File: config.mk
export PLATFORM = sky130hd
export DESIGN_NAME = alu_mul_seq
export DESIGN_NICKNAME = d
export VERILOG_FILES = /design/src/rtl/alu_mul_seq.sv
export SDC_FILE = /design/constraint.sdc
export NUM_CORES = 1
export LEC_CHECK = 0
export BUFFER_PORTS_ARGS = -buffer_cell sky130_fd_sc_hd__buf_2
export CORE_MARGIN = 2
export CORE_UTILIZATION = 25
export DETAILED_ROUTE_END_ITERATION = 10
export MAX_ROUTING_LAYER = met4
export PLACE_DENSITY = 0.47
export SLEW_MARGIN = 20
export SYNTH_ARGS = -nofsm -noshare
export SYNTH_HDL_FRONTEND = slang
export SYNTH_SLANG_ARGS = --single-unit
File: constraint.sdc
create_clock -name clk -period 1.9 [get_ports clk]
set_input_delay 0.38 -clock clk [delete_from_list [all_inputs] [get_ports clk]]
set_output_delay 0.38 -clock clk [all_outputs]
set_load 0.005 [all_outputs]
File: src/rtl/alu_mul_seq.sv
// alu_mul_seq: sequential unsigned multiplier front-end for a combinational ALU.
// Computes result = a_in * b_in by repeated addition. The latched multiplicand and
// the accumulator are driven to the ALU each cycle; the ALU sum and its overflow
// flag are captured back on the next clock edge.
//
// Ports:
//   clk, rst_n        clock (rising edge), asynchronous active-low reset
//   start             request, sampled only while idle
//   a_in, b_in        multiplicand / multiplier (iteration count), latched on accept
//   busy, done        busy in LOAD/ITER/DONE; done is a one-cycle pulse in DONE
//   result, overflow  registered product and sticky overflow for the operation
//   alu_a, alu_b      ALU operands (multiplicand, accumulator), register-driven
//   alu_op            constant addition opcode
//   alu_o, alu_of     ALU sum and overflow flag
//
// Build option: define MUL_SEQ_SWAP_EN to iterate over min(a,b) instead of b.
module alu_mul_seq #(
    parameter int unsigned WIDTH  = 8,
    parameter logic [3:0]  OP_ADD = 4'd0
) (
    input  logic             clk,
    input  logic             rst_n,
    input  logic             start,
    input  logic [WIDTH-1:0] a_in,
    input  logic [WIDTH-1:0] b_in,
    output logic             busy,
    output logic             done,
    output logic [WIDTH-1:0] result,
    output logic             overflow,
    output logic [WIDTH-1:0] alu_a,
    output logic [WIDTH-1:0] alu_b,
    output logic [3:0]       alu_op,
    input  logic [WIDTH-1:0] alu_o,
    input  logic             alu_of
);

    typedef enum logic [1:0] {
        IDLE,
        LOAD,
        ITER,
        DONE
    } state_t;

    state_t           state, state_next;
    logic [WIDTH-1:0] a_reg;
    logic [WIDTH-1:0] b_reg;
    logic [WIDTH-1:0] acc;
    logic [WIDTH-1:0] cnt;
    logic             zero_op;

    assign zero_op = (a_reg == '0) || (b_reg == '0);
    assign alu_a   = a_reg;
    assign alu_b   = acc;
    assign alu_op  = OP_ADD;

    always_ff @(posedge clk or negedge rst_n) begin
        if (!rst_n) begin
            state <= IDLE;
        end else begin
            state <= state_next;
        end
    end

    always_comb begin
        state_next = state;
        busy       = 1'b1;
        done       = 1'b0;
        unique case (state)
            IDLE: begin
                busy = 1'b0;
                if (start) begin
                    state_next = LOAD;
                end
            end
            LOAD: begin
                state_next = zero_op ? DONE : ITER;
            end
            ITER: begin
                // Abort on overflow, otherwise finish after the add with cnt==1.
                if (alu_of || (cnt == WIDTH'(1))) begin
                    state_next = DONE;
                end
            end
            DONE: begin
                done       = 1'b1;
                state_next = IDLE;
            end
            default: begin
                state_next = IDLE;
            end
        endcase
    end

    always_ff @(posedge clk or negedge rst_n) begin
        if (!rst_n) begin
            a_reg    <= '0;
            b_reg    <= '0;
            acc      <= '0;
            cnt      <= '0;
            result   <= '0;
            overflow <= 1'b0;
        end else begin
            unique case (state)
                IDLE: begin
                    if (start) begin
                        a_reg    <= a_in;
                        b_reg    <= b_in;
                        overflow <= 1'b0;
                    end
                end
                LOAD: begin
                    acc <= '0;
`ifdef MUL_SEQ_SWAP_EN
                    // Iterate over the smaller operand; the product is unchanged.
                    if (a_reg >= b_reg) begin
                        cnt <= b_reg;
                    end else begin
                        a_reg <= b_reg;
                        cnt   <= a_reg;
                    end
`else
                    cnt <= b_reg;
`endif
                    if (zero_op) begin
                        result <= '0;
                    end
                end
                ITER: begin
                    if (alu_of) begin
                        // Keep the last partial sum that still fit in WIDTH bits.
                        overflow <= 1'b1;
                        result   <= acc;
                    end else begin
                        acc <= alu_o;
                        cnt <= cnt - WIDTH'(1);
                        if (cnt == WIDTH'(1)) begin
                            result <= alu_o;
                        end
                    end
                end
                DONE: begin
                end
                default: begin
                end
            endcase
        end
    end

endmodule
==> summary.md, run 1 <==
| Metric | Value |
|---|---|
| Outcome | `completed` |
| Worst min path class | `in2async` |
| Synth warnings | `0` |
| Crit path DAT | `2.06 ns` |
| Final Critical Period | `1.87 ns` |
| Final worst slack | `0.0267 ns` |
| Synth Area in XOR/XNOR | `0%` |
| Layout area overhead | `30.3%` |
| Largest family of logic cells by synthesized area | `compound AO/OA/AOI/OAI gates` |
| CTS tree | `done` |
| Placed cells | `344` |
| Async set or reset register ratio after synthesis | `100%` |
| Core Region | `8180 sq um` |
| Final Hold Vio Count | `0` |
| Required @ worst endpoint | `2.09 ns` |
| Pre-CTS worst setup slack | `0.00760 ns` |
| CTS Hold Buffers Added | `0` |
| Setup TNS | `0 ns` |
| Final #Nets | `282` |
| P_leak | `1.29 nW` |
| IO Pins | `59` |
| Die area | `9160 sq um` |
| IO buf count | `54` |
| Ys flop type | `dfrtp_1` |
| Largest net degree at the start of global routing | `29` |
| Drt drc | `0` |
| Ratio of final minimum period to clock period | `98.6%` |
| Reg2reg setup slack | `0.03 ns` |
| Count of pins over their slew limit | `0` |
| Synth area leader | `dfrtp_1` |
| Post-synthesis simple-gate area fraction | `9.46%` |
| Peak supply drop | `0.618 mV` |
| Total number of H-tree levels | `2` |
| Clock Tree Root | `clkbuf_8` |
| First drt pass iteration count | `4` |
| Worst setup EP type | `flip-flop` |
| Sequential-to-total area share from yosys stat | `51.2%` |
| Synth cell types | `38` |
| Flop pwr share | `36.6%` |
| Syn Inst Count | `177` |
| PnR Total Power | `4.65 mW` |
| CP Cell Sequence | `nor4_4, a311oi_2, buf_4, a311o_2, a22o_1` |
| Clock-pin transition on the worst setup and hold timing paths | `0.09 ns` |
| Yosys top cell area share | `51.2%` |
| Max Cap Viol | `0` |
| Design area | `2740 sq um` |
| Highest clock rate | `0.534 GHz` |
| Starting Density | `25.7%` |
| Critical-path top delay cell | `a311o_2` |
| CP Launch Point | `cnt[5]` |
| Max incr delay on CP | `0.45 ns` |
| Standard-cell rows | `33` |
| Startpoint types | `flip-flop` |
| R2r endpoint | `result[5]` |
| RSZ-0062 raised after global routing | `yes` |
| Routed WL | `4.88 mm` |
| Die width | `95.7 microns` |
| WL/cell | `13.8 microns` |
| Clk buf depth | `2` |
| Worst skew pair latency | `0.30 ns` |
| Vias in the first global route | `1639` |
| Grt ovf | `0` |
| Worst Setup EP | `result[5]` |
| PwrDens | `1700 nW/um^2` |
| Num CTS Buffers | `5` |
| Worst R2R Start | `cnt[5]` |
| Share of layout cells above drive strength 1 | `45.6%` |
| Synth Area in Compound Gates | `16.9%` |
| Non-Filler Instances | `353` |
| Worst reg2reg path depth | `5` |
| GP Congestion | `0.811` |
| Fin util | `33.5%` |
| Die H | `95.7 microns` |
| Most frequent cells in the layout | `buf_2 (54), dfrtp_1 (42), mux2_2 (25)` |
| Initial DRC Count | `69` |
| GRT Util Overall | `11.7%` |
| Combinational Power Share | `47.0%` |
| Post-synth EDFFs | `0` |
| DRT antenna net count | `0` |
| Final setup viols | `0` |
| P_int | `2.94 mW` |
| Clock sinks | `43` |
| Net Sw Frac | `36.7%` |
| Synth area leaders | `dfrtp_1 (51%), mux2_2 (13%), a22o_1 (6.7%), ha_1 (4.2%), a21oi_1 (2.1%)` |
| Cell Area, Placed | `2600 sq um` |
| Synthesized-area fraction occupied by adder cells | `4.16%` |
| Syn Std Cell Area | `2100 sq um` |
| WHS | `0.0254 ns` |
| Commonest non-fill, non-tap cell in the layout | `buf_2` |
| DP HPWL | `3.69 mm` |
| Initial antenna violation count | `0` |
| Setup CP Type | `reg2reg` |
| Post-synthesis register bit count | `43` |
| Clock share of power | `16.4%` |
| Final clock skew | `0.00485 ns` |
| First-pass GRT wire length | `7.99 mm` |
| Worst-path fanout max | `8` |
| Antenna cell count | `0` |
| Mean Syn Cell Area | `11.9 sq um` |
| Vias | `1608` |
| Via density | `4.56` |
| Switch Pwr | `1.71 mW` |
| Mux cell area share after synthesis | `14.3%` |
[power by group through the flow]
stage	combinational [mW]	clock (mW)	sequential, mW
after CTS	2.20	0.800	1.71
after detailed placement	2.19	0	1.72
after global routing	2.44	0.827	1.77
after floorplan	1.31	0	1.68
after global placement	2.18	0	1.72
final	2.18	0.763	1.70
[worst max-delay path: cells and delay by family (launching register included)]
kind	cells	cell delay (ns)
AO/OA/AOI/OAI	3	0.83
buffers and inverters	1	0.18
flip-flops	1	0.44
AND/OR/NAND/NOR	1	0.32
[worst min path at each step]
stage | end | slack [ns] | cells past startpoint
floorplan | alu_a[0] | 0.08 | 0
global placement | alu_a[4] | 0.36 | 1
detailed placement | alu_a[4] | 0.37 | 1
CTS | alu_a[4] | 0.03 | 1
global route | alu_b[2] | 0.04 | 1
finish | alu_b[2] | 0.03 | 1
[synthesized netlist by cell type (all sizes together) (2+ instances only)]
cell and count:
a21oi 9, a22o 16, a311oi 2, buf 6, clkbuf 5, dfrtp 43, ha 7, inv 5
mux2 25, mux2i 2, nand2 10, nand3 3, nor2 10, nor3 3, nor4 6, o21a 2
o21ai 4, o22a 3, or3 2
[routing by layer]
metal	GRT usage (%)	vias up	part of all wire, %
met5	-	-	0
met4	4.29	0	1.3
met3	2.90	5	5.6
met2	17.6	44	45
met1	15.2	771	48
li1	-	788	-
[kinds of logic (layout without fill, tap and decap cells)]
logic type               count (synthesis)  after routing
AO/OA/AOI/OAI                           44             44
flip-flops                              43             43
AND/OR/NAND/NOR                         38             38
multiplexers                            27             27
buffers and inverters                   17             85
adder cells (fa/ha/maj)                  7              7
other                                    1              4
[what timing repair did]
action / 4_1_cts / 5_1_grt
hold endpoints to repair: 0 / 0
buffers inserted: 0 / 1
cloned: 0 / 0
pin swaps: 2 / 10
resized for setup: 0 / 3
setup endpoints to repair: 7 / 13
[cell type report]
type,count,area (sq um)
inverter,6,22.5
clock inverter,2,38.8
timing repair buffer,71,423
clock buffer,6,82.6
multi-input combinational,120,965
tap,105,131
sequential,43,1080
fill,848,5440
No activity file was read; power rests on OpenSTA's default activity.
==> run 2: changes to the inputs <==
--- a/config.mk
+++ b/config.mk
@@ -7,10 +7,10 @@
 export LEC_CHECK = 0
 export BUFFER_PORTS_ARGS = -buffer_cell sky130_fd_sc_hd__buf_2
 export CORE_MARGIN = 2
-export CORE_UTILIZATION = 25
+export CORE_UTILIZATION = 35
 export DETAILED_ROUTE_END_ITERATION = 10
 export MAX_ROUTING_LAYER = met4
-export PLACE_DENSITY = 0.47
+export PLACE_DENSITY = 0.58
 export SLEW_MARGIN = 20
 export SYNTH_ARGS = -nofsm -noshare
 export SYNTH_HDL_FRONTEND = slang
==> constraint.sdc (replaced) <==
create_clock -name clk -period 2 [get_ports clk]
set_input_delay 0.4 -clock clk [delete_from_list [all_inputs] [get_ports clk]]
set_output_delay 0.4 -clock clk [all_outputs]
set_load 0.005 [all_outputs]
==> run 2 against run 1 <==
  * Worst setup slack gained 0.072 ns
  * Combinational power shrank 14%
  * Non-clock buffer count shrank 7
  * Sequential power shrank 4%
  * Routed wire length shrank 11%
  * Critical path type unchanged
==> summary.md, run 2 (synthesized netlist as in run 1, its figures left out) <==
| Metric | Value |
|---|---|
| Outcome | `completed` |
| DRT antenna net count | `0 (unchanged)` |
| Final #Nets | `275 (-2.5%)` |
| Worst min path class | `in2async` |
| Starting Density | `35.9% (+10 points)` |
| Design area | `2600 sq um (-5.0%)` |
| Startpoint types | `flip-flop` |
| Worst-path fanout max | `8 (unchanged)` |
| Critical-path top delay cell | `dfrtp_1` |
| Drt drc | `0 (unchanged)` |
| Clock sinks | `43 (unchanged)` |
| Non-Filler Instances | `316 (-10%)` |
| GRT Util Overall | `15.1% (+3.4 points)` |
| Highest clock rate | `0.526 GHz (-1.5%)` |
| Placed cells | `308 (-10%)` |
| P_leak | `1.24 nW (-3.9%)` |
| Max Cap Viol | `0 (unchanged)` |
| Most frequent cells in the layout | `buf_2 (54), dfrtp_1 (43), mux2_2 (25)` |
| Setup CP Type | `reg2reg` |
| Standard-cell rows | `28 (-15%)` |
| Die width | `81.5 microns (-15%)` |
| Largest net degree at the start of global routing | `23 (-21%)` |
| Routed WL | `4.36 mm (-11%)` |
| Final setup viols | `0 (unchanged)` |
| WL/cell | `13.8 microns (-0.17%)` |
| GR Util met3 | `3.85% (+0.95 points)` |
| Peak supply drop | `0.606 mV (-2.0%)` |
| Max incr delay on CP | `0.44 ns (about the same)` |
| RSZ-0062 raised after global routing | `no` |
| Ratio of final minimum period to clock period | `95.1% (-3.5 points)` |
| DP HPWL | `3.33 mm (-9.8%)` |
| Required @ worst endpoint | `2.17 ns (+0.08 ns)` |
| Core Region | `5850 sq um (-28%)` |
| Grt ovf | `0 (unchanged)` |
| Final Hold Vio Count | `0 (unchanged)` |
| Setup TNS | `0 ns (unchanged)` |
| Worst setup EP type | `flip-flop` |
| CTS tree | `done` |
| Share of layout cells above drive strength 1 | `42.3% (-3.2 points)` |
| Layer with the highest usage | `met2` |
| Total number of H-tree levels | `2 (unchanged)` |
| Clock-pin transition on the worst setup and hold timing paths | `0.08 ns (about the same)` |
| Antenna cell count | `0 (unchanged)` |
| Initial antenna violation count | `0 (unchanged)` |
| Post CTS Setup Buffer Count | `0 (unchanged)` |
| Worst rel slew slack | `58.2%` |
| First-pass GRT wire length | `7.40 mm (-7.4%)` |
| Cell Area, Placed | `2510 sq um (-3.7%)` |
| Clock Tree Root | `clkbuf_8` |
| Worst slew pin tran | `0.623 ns` |
| CP Cell Sequence | `nor4_4, a311oi_2, buf_4, a311o_2, a22o_1` |
| Layout area overhead | `23.8%` |
| First drt pass iteration count | `4 (unchanged)` |
| Worst skew pair latency | `0.29 ns (about the same)` |
| Count of pins over their slew limit | `0 (unchanged)` |
| Num CTS Buffers | `5 (unchanged)` |
| Final clock skew | `0.0120 ns (+0.00713 ns)` |
| FILL cells | `537 (-37%)` |
| Final worst slack | `0.0989 ns (+0.0722 ns)` |
| IO Pins | `59 (unchanged)` |
| Pre-CTS worst setup slack | `0.126 ns (+0.118 ns)` |
| Initial DRC Count | `120 (+74%)` |
| Vias in the first global route | `1555 (-5.1%)` |
| PnR Total Power | `4.08 mW (-12%)` |
| GP Congestion | `0.799 (-1.5%)` |
| Final Critical Period | `1.90 ns (+0.0278 ns)` |
| Via density | `5.03 (+10%)` |
| PwrDens | `1570 nW/um^2 (-7.6%)` |
| Vias | `1589 (-1.2%)` |
| CTS Hold Buffers Added | `0 (unchanged)` |
| Die H | `81.5 microns (-15%)` |
| Clk buf depth | `2 (unchanged)` |
| IO buf count | `54 (unchanged)` |
| Die area | `6650 sq um (-27%)` |
| GR Layer Usage met2 | `22.1% (+4.5 points)` |
| Commonest non-fill, non-tap cell in the layout | `buf_2` |
| M1 GR Usage | `20.5% (+5.3 points)` |
| Crit path DAT | `2.07 ns (about the same)` |
| PostCTS Resize Cnt | `0 (unchanged)` |
-- run 2: routing by layer --
| layer | wire (microns) | share of wire [%] |
|---|---|---|
| met3 | 233 | 5.3 |
| met4 | 30 | 0.69 |
| met5 | 0 | 0 |
| met2 | 2000 | 46 |
| met1 | 2100 | 48 |
-- run 2: final cells by class --
type	instances	area (sq um)	area share, %
sequential	43	1080	41.3
multi-input combinational	120	958	36.8
timing repair buffer	64	358	13.7
tap	75	93.8	3.60
clock buffer	7	86.3	3.32
inverter	6	22.5	0.865
clock inverter	1	8.76	0.336
-- run 2: path summary, 6_finish.rpt --
kind / end / slack [ns] / start / cells after the start
max in group asynchronous: b_reg[2] / 1.44 / rst_n / 2
setup / recovery: result[1] / 0.1 / cnt[4] / 5
setup reg to reg: result[1] / 0.1 / cnt[4] / 5
hold / removal: result[2] / 0.07 / rst_n / 1
min in group clk: alu_a[2] / 0.33 / a_in[2] / 2
hold reg to reg: result[4] / 0.51 / result[4] / 1
-- run 2: power breakdown --
| part | switching, mW | internal [mW] |
|---|---|---|
| registers | 0.350 | 1.29 |
| clock network | 0.289 | 0.283 |
| logic | 0.901 | 0.969 |
| total | 1.54 | 2.54 |
-- run 2: critical path, delay by kind of cell (launching register included) --
family                 cells  cell delay [ns]
AOI/OAI and AO/OA          3             0.83
DFF                        1             0.44
and+or+nand+nor            1             0.33
buffers and inverters      1             0.17
-- run 2: metrics by stage --
step | util [%] | hold slack [ns]
floorplan | - | 0.104
global placement | 42.9 | 0.412
detailed placement | 42.9 | 0.416
CTS | 44.5 | 0.0997
global route | 44.5 | 0.106
finish | 44.5 | 0.0739
==> run 3: changes to the inputs <==
--- a/config.mk
+++ b/config.mk
@@ -6,10 +6,10 @@
 export NUM_CORES = 1
 export LEC_CHECK = 0
 export BUFFER_PORTS_ARGS = -buffer_cell sky130_fd_sc_hd__buf_2
+export CAP_MARGIN = 20
 export CORE_MARGIN = 2
 export CORE_UTILIZATION = 35
 export DETAILED_ROUTE_END_ITERATION = 10
-export MAX_ROUTING_LAYER = met4
 export PLACE_DENSITY = 0.58
 export SLEW_MARGIN = 20
 export SYNTH_ARGS = -nofsm -noshare
==> run 3 against run 2 <==
  * Core utilization unchanged
  * Routed wire length shrank 0.16%
  * Global-route usage down 0.42 points
  * First-iteration DRC count decreased by 10%
  * Clock skew hardly changed
  * Sequential power about the same
  * Power is essentially flat
  * Critical endpoint unchanged
  * Largest cell class unchanged
==> summary.md, run 3 (synthesized netlist as in run 1, its figures left out) <==
| Metric | Value |
|---|---|
| Ratio of final minimum period to clock period | `95.0% (-0.10 points)` |
| Worst rel slew slack | `57.4% (-0.72 points)` |
| CTS Hold Buffers Added | `0 (unchanged)` |
| Outcome | `completed` |
| Total number of H-tree levels | `2 (unchanged)` |
| Startpoint types | `flip-flop` |
| Required @ worst endpoint | `2.17 ns (about the same)` |
| RSZ-0062 raised after global routing | `no` |
| Final setup viols | `0 (unchanged)` |
| Layout area overhead | `23.8% (unchanged)` |
| Worst R2R Start | `cnt[4]` |
| Setup TNS | `0 ns (unchanged)` |
| Share of layout cells above drive strength 1 | `42.3% (unchanged)` |
| CP Launch Point | `cnt[4]` |
| Final worst slack | `0.101 ns (+0.00209 ns)` |
| Die width | `81.5 microns (unchanged)` |
| First-pass GRT wire length | `7.40 mm (about the same)` |
| Die H | `81.5 microns (unchanged)` |
| Pre-CTS worst setup slack | `0.126 ns (unchanged)` |
| Worst slew pin tran | `0.633 ns (+0.0108 ns)` |
| Clk buf depth | `2 (unchanged)` |
| Most frequent cells in the layout | `buf_2 (54), dfrtp_1 (43), mux2_2 (25)` |
| CP Cell Sequence | `nor4_4, a311oi_2, buf_4, a311o_2, a22o_1` |
| IO Pins | `59 (unchanged)` |
| WHS | `0.0740 ns (+0.0000798 ns)` |
| Count of pins over their slew limit | `0 (unchanged)` |
| Post CTS Setup Buffer Count | `0 (unchanged)` |
| Placed cells | `308 (unchanged)` |
| WL/cell | `13.8 microns (-0.16%)` |
| Die area | `6650 sq um (unchanged)` |
| Critical-path top delay cell | `dfrtp_1` |
| CTS tree | `done` |
| PostCTS Resize Cnt | `0 (unchanged)` |
| First drt pass iteration count | `4 (unchanged)` |
| PnR Total Power | `4.08 mW (about the same)` |
| Highest clock rate | `0.527 GHz (+0.11%)` |
| Worst skew pair latency | `0.29 ns (about the same)` |
| Drt drc | `0 (unchanged)` |
| Non-Filler Instances | `316 (unchanged)` |
| Worst-path fanout max | `8 (unchanged)` |
| PwrDens | `1570 nW/um^2 (about the same)` |
| Peak supply drop | `0.606 mV (about the same)` |
| IO buf count | `54 (unchanged)` |
| Design area | `2600 sq um (unchanged)` |
| Max Cap Viol | `0 (unchanged)` |
| Grt ovf | `0 (unchanged)` |
| Reg2reg setup slack | `0.10 ns (about the same)` |
| FILL cells | `537 (unchanged)` |
| Top Family by Delay on Critical Path | `compound AO/OA/AOI/OAI gates` |
| Cell Area, Placed | `2510 sq um (unchanged)` |
| Num CTS Buffers | `5 (unchanged)` |
| Initial DRC Count | `108 (-10%)` |
| Final #Nets | `275 (unchanged)` |
| Max incr delay on CP | `0.44 ns (about the same)` |
| Crit path DAT | `2.07 ns (about the same)` |
| Final clock skew | `0.0120 ns (+0.0000138 ns)` |
| P_leak | `1.24 nW (unchanged)` |
| Final Hold Vio Count | `0 (unchanged)` |
| Standard-cell rows | `28 (unchanged)` |
| DP HPWL | `3.33 mm (unchanged)` |
| Buf+Inv Stages, Crit Path | `1 (unchanged)` |
| Initial antenna violation count | `0 (unchanged)` |
| Core Region | `5850 sq um (unchanged)` |
| Clock-pin transition on the worst setup and hold timing paths | `0.08 ns (about the same)` |
| Via density | `5.04 (+0.19%)` |
| GP Congestion | `0.788 (-1.4%)` |
| Routed WL | `4.35 mm (-0.16%)` |
| Antenna cell count | `0 (unchanged)` |
| Setup CP Type | `reg2reg` |
| Worst setup EP type | `flip-flop` |
| Fin util | `44.5% (unchanged)` |
| DRT antenna net count | `0 (unchanged)` |
| Vias | `1592 (+0.19%)` |
| Vias in the first global route | `1554 (-0.064%)` |
| Starting Density | `35.9% (unchanged)` |
| Worst min path class | `in2async` |
| Clock sinks | `43 (unchanged)` |
| Clock Tree Root | `clkbuf_8` |
| GRT Util Overall | `14.7% (-0.42 points)` |
| Largest net degree at the start of global routing | `23 (unchanged)` |
| Commonest non-fill, non-tap cell in the layout | `buf_2` |
| Final Critical Period | `1.90 ns (-0.00209 ns)` |
==> run 3: layer usage <==
layer	part of all wire (%)	vias to the layer above	track usage, %
met1	48	765	20.5
met5	0	-	0
met3	5.3	4	3.85
met2	46	50	22.1
met4	0.78	0	4.75
li1	-	773	-
==> run 3: final cells by class <==
type,count,area (sq um),area share (%)
multi-input combinational,120,958,36.8
clock buffer,7,86.3,3.32
sequential,43,1080,41.3
timing repair buffer,64,358,13.7
tap,75,93.8,3.60
clock inverter,1,8.76,0.336
inverter,6,22.5,0.865
==> run 3: power by group <==
| part | internal [mW] | switching [mW] |
|---|---|---|
| clock | 0.283 | 0.289 |
| sequential | 1.29 | 0.350 |
| combinational | 0.969 | 0.899 |
| total | 2.54 | 1.54 |
==> run 3: path summary, 6_finish.rpt <==
kind	cells past startpoint	endpoint
max	5	result[1]
min	1	result[2]
max reg2reg	5	result[1]
min reg2reg	1	result[4]
max in group asynchronous	2	b_reg[2]
min in group clk	2	alu_a[2]
